File: src/rtl/sound_pkg.sv
// Shared types and defaults for the sound DMA scheduler.
package sound_pkg;

    typedef enum logic [2:0] {
        ST_IDLE,
        ST_REQ,
        ST_XFER,
        ST_DONE,
        ST_RELEASE
    } state_t;

    localparam logic [15:0] TIMEOUT_CYC_DEF = 16'd50000;

endpackage

File: src/rtl/sound_sync.sv
// N-stage flip-flop synchroniser with a configurable reset level.
module sound_sync #(
    parameter int   STAGES  = 2,
    parameter logic RST_VAL = 1'b0
) (
    input  logic clk,
    input  logic rst,
    input  logic d_i,
    output logic q_o
);

    logic [STAGES-1:0] sync_q;

    always_ff @(posedge clk) begin
        if (rst) begin
            sync_q <= {STAGES{RST_VAL}};
        end else begin
            sync_q[0] <= d_i;
            for (int i = 1; i < STAGES; i++) begin
                sync_q[i] <= sync_q[i-1];
            end
        end
    end

    assign q_o = sync_q[STAGES-1];

endmodule

File: src/rtl/sound_dma_sched.sv
// Schedules DSP 8/16-bit DMA requests onto ISA channels 1 and 5.
//   state   | meaning
//   IDLE    | no transfer, waiting for a DSP request
//   REQ     | DRQ raised, waiting for DACK (timeout counter running)
//   XFER    | DACK low, waiting for the IOW rising edge to latch data
//   DONE    | one-cycle ack to the DSP, DRQ already low
//   RELEASE | waiting for the host to drop DACK
module sound_dma_sched
    import sound_pkg::*;
#(
    parameter int          SYNC_STAGES = 2,
    parameter logic [15:0] TIMEOUT_CYC = TIMEOUT_CYC_DEF
) (
    input  logic        clk,
    input  logic        rst,
    input  logic        dsp_req8,
    input  logic        dsp_req16,
    input  logic        dma_16_en,
    output logic        dsp_ack,
    output logic [15:0] dsp_readdata,
    output logic        isa_drq1,
    output logic        isa_drq5,
    input  logic        isa_dack1_n,
    input  logic        isa_dack5_n,
    input  logic        isa_iow_n,
    input  logic        isa_tc,
    input  logic [15:0] isa_data,
    output logic        tc_pulse,
    output logic        timeout_err,
    output logic        busy
);

    logic dack1_s, dack5_s, iow_s, tc_s;

    sound_sync #(.STAGES(SYNC_STAGES), .RST_VAL(1'b1)) u_sync_dack1 (
        .clk(clk), .rst(rst), .d_i(isa_dack1_n), .q_o(dack1_s));
    sound_sync #(.STAGES(SYNC_STAGES), .RST_VAL(1'b1)) u_sync_dack5 (
        .clk(clk), .rst(rst), .d_i(isa_dack5_n), .q_o(dack5_s));
    sound_sync #(.STAGES(SYNC_STAGES), .RST_VAL(1'b1)) u_sync_iow (
        .clk(clk), .rst(rst), .d_i(isa_iow_n), .q_o(iow_s));
    sound_sync #(.STAGES(SYNC_STAGES), .RST_VAL(1'b0)) u_sync_tc (
        .clk(clk), .rst(rst), .d_i(isa_tc), .q_o(tc_s));

    state_t      state_q;
    logic        ch16_q;
    logic        last16_q;
    logic [15:0] cnt_q;
    logic        drq1_q, drq5_q;
    logic        ack_q, tcp_q, terr_q;
    logic [15:0] rdata_q;
    logic        iow_prev_q;

    logic pend8, pend16, sel16_d, dack_sel, iow_rise;

    assign pend8    = dsp_req8;
    assign pend16   = dsp_req16 & dma_16_en;
    // Round-robin: the 16-bit channel wins only if channel 1 is idle or was served last.
    assign sel16_d  = pend16 & (~pend8 | ~last16_q);
    assign dack_sel = ch16_q ? dack5_s : dack1_s;
    assign iow_rise = iow_s & ~iow_prev_q;

    always_ff @(posedge clk) begin
        if (rst) begin
            state_q    <= ST_IDLE;
            ch16_q     <= 1'b0;
            last16_q   <= 1'b1;
            cnt_q      <= '0;
            drq1_q     <= 1'b0;
            drq5_q     <= 1'b0;
            ack_q      <= 1'b0;
            tcp_q      <= 1'b0;
            terr_q     <= 1'b0;
            rdata_q    <= '0;
            iow_prev_q <= 1'b1;
        end else begin
            iow_prev_q <= iow_s;
            ack_q      <= 1'b0;
            tcp_q      <= 1'b0;
            case (state_q)
                ST_IDLE: begin
                    if (pend8 | pend16) begin
                        ch16_q   <= sel16_d;
                        last16_q <= sel16_d;
                        cnt_q    <= '0;
                        state_q  <= ST_REQ;
                    end
                end
                ST_REQ: begin
                    drq1_q <= ~ch16_q;
                    drq5_q <= ch16_q;
                    if (!dack_sel) begin
                        state_q <= ST_XFER;
                    end else if (cnt_q == TIMEOUT_CYC - 16'd1) begin
                        drq1_q  <= 1'b0;
                        drq5_q  <= 1'b0;
                        terr_q  <= 1'b1;
                        state_q <= ST_IDLE;
                    end else begin
                        cnt_q <= cnt_q + 16'd1;
                    end
                end
                ST_XFER: begin
                    // Host released DACK before the strobe: bus cycle aborted, re-request.
                    if (dack_sel) begin
                        cnt_q   <= '0;
                        state_q <= ST_REQ;
                    end else if (iow_rise) begin
                        rdata_q <= ch16_q ? isa_data : {8'h00, isa_data[7:0]};
                        ack_q   <= 1'b1;
                        tcp_q   <= tc_s;
                        drq1_q  <= 1'b0;
                        drq5_q  <= 1'b0;
                        state_q <= ST_DONE;
                    end
                end
                ST_DONE: begin
                    state_q <= ST_RELEASE;
                end
                ST_RELEASE: begin
                    if (dack_sel) begin
                        state_q <= ST_IDLE;
                    end
                end
                default: begin
                    state_q <= ST_IDLE;
                end
            endcase
        end
    end

    assign dsp_ack      = ack_q;
    assign dsp_readdata = rdata_q;
    assign isa_drq1     = drq1_q;
    assign isa_drq5     = drq5_q;
    assign tc_pulse     = tcp_q;
    assign timeout_err  = terr_q;
    assign busy         = (state_q != ST_IDLE);

endmodule

File: config.mk
export PLATFORM = sky130hd
export DESIGN_NAME = sound_dma_sched
export DESIGN_NICKNAME = d
export VERILOG_FILES = /design/src/rtl/sound_pkg.sv /design/src/rtl/sound_sync.sv /design/src/rtl/sound_dma_sched.sv
export SDC_FILE = /design/constraint.sdc
export NUM_CORES = 1
export LEC_CHECK = 0
export ABC_AREA = 1
export ABC_CLOCK_PERIOD_IN_PS = 4450
export BUFFER_PORTS_ARGS = -buffer_cell sky130_fd_sc_hd__buf_2
export CORE_MARGIN = 2
export CORE_UTILIZATION = 45
export CTS_CLUSTER_DIAMETER = 80
export CTS_CLUSTER_SIZE = 25
export DETAILED_ROUTE_END_ITERATION = 7
export GPL_TIMING_DRIVEN = 0
export HOLD_SLACK_MARGIN = 0.1
export PLACE_DENSITY = 0.67
export SLEW_MARGIN = 30
export SYNTH_ARGS = -nofsm -noshare
export SYNTH_HDL_FRONTEND = slang
export SYNTH_HIERARCHICAL = 1
export SYNTH_SLANG_ARGS = --single-unit
File: constraint.sdc
create_clock -name clk -period 4.45 [get_ports clk]
set_clock_uncertainty 0.1 [all_clocks]
set_input_delay 0.445 -clock clk [delete_from_list [all_inputs] [get_ports clk]]
set_output_delay 0.445 -clock clk [all_outputs]
set_load 0.05 [all_outputs]
# Word-level counts from Yosys, hierarchy flattened
# Index checks and enable logic that the tools add are counted.
[op_classes]
addsub = 1
eq_ne = 14
mux = 23
bitwise_logic = 12
n_reduce_logical = 12
[op_table]
columns = ["cell", "n"]
rows = [
  ["2-to-1 mux 16 bit", 5],
  ["one-hot mux 16 bit (3 select lines)", 1],
  ["2-to-1 mux 3 bit", 6],
  ["adder 16 x 1 -> 16 bit (second input constant)", 1],
  ["== test 16 bit (second input constant)", 1],
  ["one-hot mux 3 bit (5 select lines)", 1],
  ["inequality test 2 bit (second input constant)", 7],
  ["AND reduction 3 bit", 3],
  ["2-to-1 mux 1 bit", 8],
  ["NOT 1 bit", 7],
  ["== test 3 x 2 -> 1 bit (second input constant)", 2],
  ["inequality test 3 bit (second input constant)", 2],
  ["nonzero test 3 bit", 2],
  ["AND reduction 5 bit", 1],
  ["one-hot mux 1 bit (2 select lines)", 2],
  ["AND reduction 4 bit", 1],
  ["OR reduction 4 bit", 1],
  ["bitwise AND 1 bit", 3],
  ["== test 3 x 1 -> 1 bit (second input constant)", 1],
  ["== test 3 bit (second input constant)", 1],
  ["zero test 3 bit", 1],
  ["OR reduction 3 bit", 1],
  ["OR 1 bit", 2],
  ["AND reduction 2 bit", 1],
  ["nonzero test 2 bit", 1],
]
[word_totals]
regBits = 51
in_bits = 25
output_inout_bits = 22

# Depth between registers and ports, before layout
[logic_depth]
word_depth = 5
mapped_depth = 11
depth_no_buf = 11

# Hierarchy
# The synthesis kept the hierarchy.
[by_module_without_submodules]
columns = ["mod", "n_inst", "cells_each", "area_per_inst_um2"]
rows = [
  ["sound_dma_sched", 1, 347, 2212.1],
  ["sound_sync at u_sync_dack1 ...", 3, 7, 58.8],
  ["sound_sync at u_sync_tc", 1, 6, 55.1],
]

# Worst setup path after synthesis
# Ideal clock, no wire load.
[synth_timing]
path_type = "register to register"
start = "register state_q[1]"
end = "register cnt_q[7]"
setup_time_ns = 0.132
arrival_time_ns = 1.554
required_time_ns = 4.218
path_slack_ns = 2.664
path_stages_with_launch = 9
n_path_buf = 1
path_cell_list = "dfxtp_1 -> nor2_1 -> nand2_1 -> o21ai_2 -> nor2_4 -> nand2_4 -> buf_6 -> nand2_1 -> a21oi_1"
[synth_between]
elab_chain_cells = 3
word_cells_on_any_way = 10
classes_between = "6 x eq/ne; 1 x mux; 3 x reduce/logical"
[synth_rtl]
columns = ["element", "line", "rtl"]
rows = [
  ["from (decl)", "sound_dma_sched.sv:44", "state_t state_q;"],
  ["from (signal assigned)", "sound_dma_sched.sv:64", "state_q <= ST_IDLE;"],
  ["from (signal assigned)", "sound_dma_sched.sv:85", "state_q <= ST_REQ;"],
  ["from (signal assigned)", "sound_dma_sched.sv:92", "state_q <= ST_XFER;"],
  ["== test 3 x 1 -> 1 bit (tied with other cells)", "sound_dma_sched.sv:79", "case (state_q)"],
  ["inequality test 2 bit (no line) / nonzero test 3 bit (equally long branches)", "-", ""],
  ["AND reduction 5 bit (no line)", "-", ""],
  ["to (signal assigned)", "sound_dma_sched.sv:99", "cnt_q <= cnt_q + 16'd1;"],
  ["to (decl)", "sound_dma_sched.sv:47", "logic [15:0] cnt_q;"],
]
# Several ways; a longest one is shown, not always the timed one.
# A chain may end at the register's enable or synchronous reset.

# Worst setup path after layout
[layout_timing]
start = "register cnt_q[0]"
end = "register cnt_q[15]"
[layout_between]
elab_chain_cells = 4
word_cells_on_any_way = 7
classes_between = "1 x add/sub; 2 x eq/ne; 3 x mux; 1 x reduce/logical"
[layout_rtl]
columns = ["element", "line", "rtl"]
rows = [
  ["adder 16 x 1 -> 16 bit", "sound_dma_sched.sv:99", ""],
  ["2-to-1 mux 16 bit", "sound_dma_sched.sv:93", "end else if (cnt_q == TIMEOUT_CYC - 16'd1) begin"],
  ["2-to-1 mux 16 bit", "sound_dma_sched.sv:91", "if (!dack_sel) begin"],
  ["one-hot mux 16 bit (3 select lines)", "sound_dma_sched.sv:79", ""],
]
# Several ways; a longest one is shown, not always the timed one. The select of a mux whose other input is x is not followed.

==> flow_summary.toml <==
[outcome]
outcome = "completed"

[synth]
synthCells = 374
synth_fa_ha_area_share_pct = 0.512
yosysWarnings = 6
synth_top_area_cell = "dfxtp_1"
synthSimpleGateAreaFrac_pct = 39.3
synth-seq-cells = 51
synth_top_family_by_area = "simple AND/OR/NAND/NOR gates"
synth-xor-area-share_pct = 0.358
synth.net_count = 400
syn_avg_cell_area_um2 = 6.53
yosysSeqAreaShare_pct = 41.8
syn_area_um2 = 2440
synth-compound-area-share_pct = 8.24
netlist_top_cells_area = "dfxtp_1, nand2_1, nor2_1, nand3_1, inv_1"
synth.top_cell.area_share_pct = 41.8
synth_cell_types = 27
muxShareOfSynthArea_pct = 0

[drt]
vias = 2398
firstDrtPassIters = 4
viasPerCell = 4.82
antenna_left = 0
wl_per_cell_um = 11.2
drt_iter0_drc = 153
drc = 0
drt_wl_total_um = 5570

[power]
power_density_nw_per_um2 = 311
ir_drop_mv = 0.198
total_power_w = 0.000894
p_leak_nw = 1.36

[critical_path]
critPathMaxFanout = 10
slowest_stage = "dfxtp_1"
crit_required_ns = 4.59
arrival_ns = 1.98
cpLargestDelayFamily = "simple AND/OR/NAND/NOR gates"
cpPeakStageDelay_ns = 0.38
critPathKind = "flip-flop to flip-flop"
end_kind = "flip-flop"
worstSetupStartpointType = "flip-flop"
cp_num_buf_inv = 2
crit_chain = "ha_1 > nand2_2 > inv_2 > nand2_2 > nor2_4 > nand3_4 > nand2_4 > buf_6 > nand2_1 > a21oi_1"
crit_path_frequent_cell = "nand2_2"

[die]
coreArea_um2 = 5170
ios = 47
die_area_um2 = 6040
start_util_pct = 47.2
die_y_um = 77.7
core.rowCount = 26
die_w_um = 77.7

[placement]
io_buffers = 46
place_congestion = 0.883
place_area_um2 = 2760
place_hpwl_um = 4190

[clock_tree]
postCtsSetupBuffers = 0
cts_resized = 0
cts_sinks = 51
tritoncts.num_buffers = 5
h-tree-depth = 2
cts_buffer_depth = 2
worstSkewPairLatency_ns = 0.30
cts_tree = "built"
cts.clk_slew.worst_paths_ns = 0.09
holdBufCountCts = 0
cts.root.buffer_cell = "clkbuf_8"

[sta]
setup_viol = 0
period_share_pct = 41.4
min_period_ns = 1.84
maxSlewViolCount = 0
worst_pin_slew_ns = 0.614
fmax_mhz = 543
hold_viol_final = 0
setup_total_negative_slack_ns = 0
slew_headroom_pct = 59.1
rsz0062_at_grt = "false"

[global_routing]
first_global_vias = 2280
antenna_found_initial = 0
grt_max_degree = 17
grt_pass1_wl_um = 9900
globalRoute.totalOverflow = 0
grt_use_total_pct = 20.0

[job]
maxCapViolCount = 0

[layout]
finalNetCount = 453
multiInputGateArea_um2 = 1180
regArea_um2 = 1020
num_antenna_cells = 0
fin_area_um2 = 2870
area_growth_syn_to_layout_pct = 17.6
layout-drive-gt1-share_pct = 16.8
fillerInstances = 526

[worst_hold_path]
hold_path_class = "input pin to flip-flop"
[Yosys cell counts]
cell / instances
nand2_1: 105
nor2_1: 60
dfxtp_1: 51
inv_1: 46
nand3_1: 36
a21oi_1: 18
o21ai_0: 11
nand4_1: 8
o21ai_1: 8
clkbuf_1: 6
inv_2: 4
nand2_2: 3
nor2_4: 3
and2_1: 2
buf_2: 1
buf_4: 1
buf_6: 1
clkbuf_2: 1
ha_1: 1
nand2_4: 1
nand3_4: 1
nor2_2: 1
nor3_1: 1
o21ai_2: 1
o21bai_1: 1
or2_2: 1
xnor2_1: 1
[placed cells by master (no fill, tap or decap), types with 4 or more instances in the layout]
cell type,Yosys,routed
nand3_1,36,36
nand4_1,8,8
o21ai_1,8,8
nand2_1,105,105
inv_2,4,4
dfxtp_1,51,51
inv_1,46,46
buf_2,1,47
nor2_1,60,60
clkbuf_8,0,5
clkbuf_1,6,7
o21ai_0,11,11
a21oi_1,18,18
[worst reg2reg max path, stage by stage, from the launching register on]
cell and delay (ns):
dfxtp_1 0.38, ha_1 0.22, nand2_2 0.08, inv_2 0.07, nand2_2 0.09, nor2_4 0.17, nand3_4 0.17, nand2_4 0.15
buf_6 0.15, nand2_1 0.07, a21oi_1 0.13
[final timing paths]
path,startpoint,slack (ns),cells after the start,endpoint
worst min-delay path,isa_dack5_n,0.20,3,u_sync_dack5/sync_q[0]
worst min register to register,u_sync_tc/sync_q[0],0.31,2,u_sync_tc/sync_q[1]
worst max register to register,cnt_q[0],2.61,10,cnt_q[15]
worst max-delay path,cnt_q[0],2.61,10,cnt_q[15]
[power by group]
group / internal [W] / switching [W]
logic: 0.0000312 / 0.0000655
registers: 0.000467 / 0.00000718
clock network: 0.000170 / 0.000154
[sequential cells by signal (all words and copies together), names as in the netlist, 2 cells and up]
register,cells
cnt_q,16
dsp_readdata,16
state_q,3
u_sync_dack1/sync_q,2
u_sync_dack5/sync_q,2
u_sync_iow/sync_q,2
u_sync_tc/sync_q,2
[area by class of cell]
type                    count  share of cell area, %
flip-flops and latches     51                   35.5
clock inverters             2                   1.35
plain buffers              10                   1.79
multi-input cells         263                   41.2
repair buffers             46                   8.01
inverters                  50                   6.53
clock buffers               6                   2.53
well taps                  70                   3.05
[metrics by stage]
| stage | utilization [%] | hold slack, ns | instances | worst slack, ns |
|---|---|---|---|---|
| 2_1_floorplan | - | 0.287 | 374 | 2.66 |
| 5_1_grt | 55.5 | 0.196 | 498 | 2.42 |
| 4_1_cts | 55.5 | 0.196 | 498 | 2.61 |
| 3_3_place_gp | 53.4 | 0.293 | 490 | 2.65 |
| 6_report | 55.5 | 0.205 | 498 | 2.61 |
| 3_5_place_dp | 53.4 | 0.295 | 490 | 2.65 |
[per-layer routing]
layer / track usage (%) / up-vias / part of all wire (%)
met4: 4.82 / 0 / 0.63
li1: - / 1275 / -
met3: 4.53 / 5 / 5.7
met2: 33.7 / 52 / 47
met5: 0 / - / 0
met1: 26.0 / 1066 / 46
[logic make-up (layout without fill, tap and decap cells)]
kind of cell / after synthesis / in the layout
AO/OA/AOI/OAI: 39 / 39
XOR/XNOR: 1 / 1
adder cells (fa/ha/maj): 1 / 1
buffers and inverters: 60 / 114
flip-flops: 51 / 51
AND/OR/NAND/NOR: 222 / 222
(Power assumes the default switching activity.)
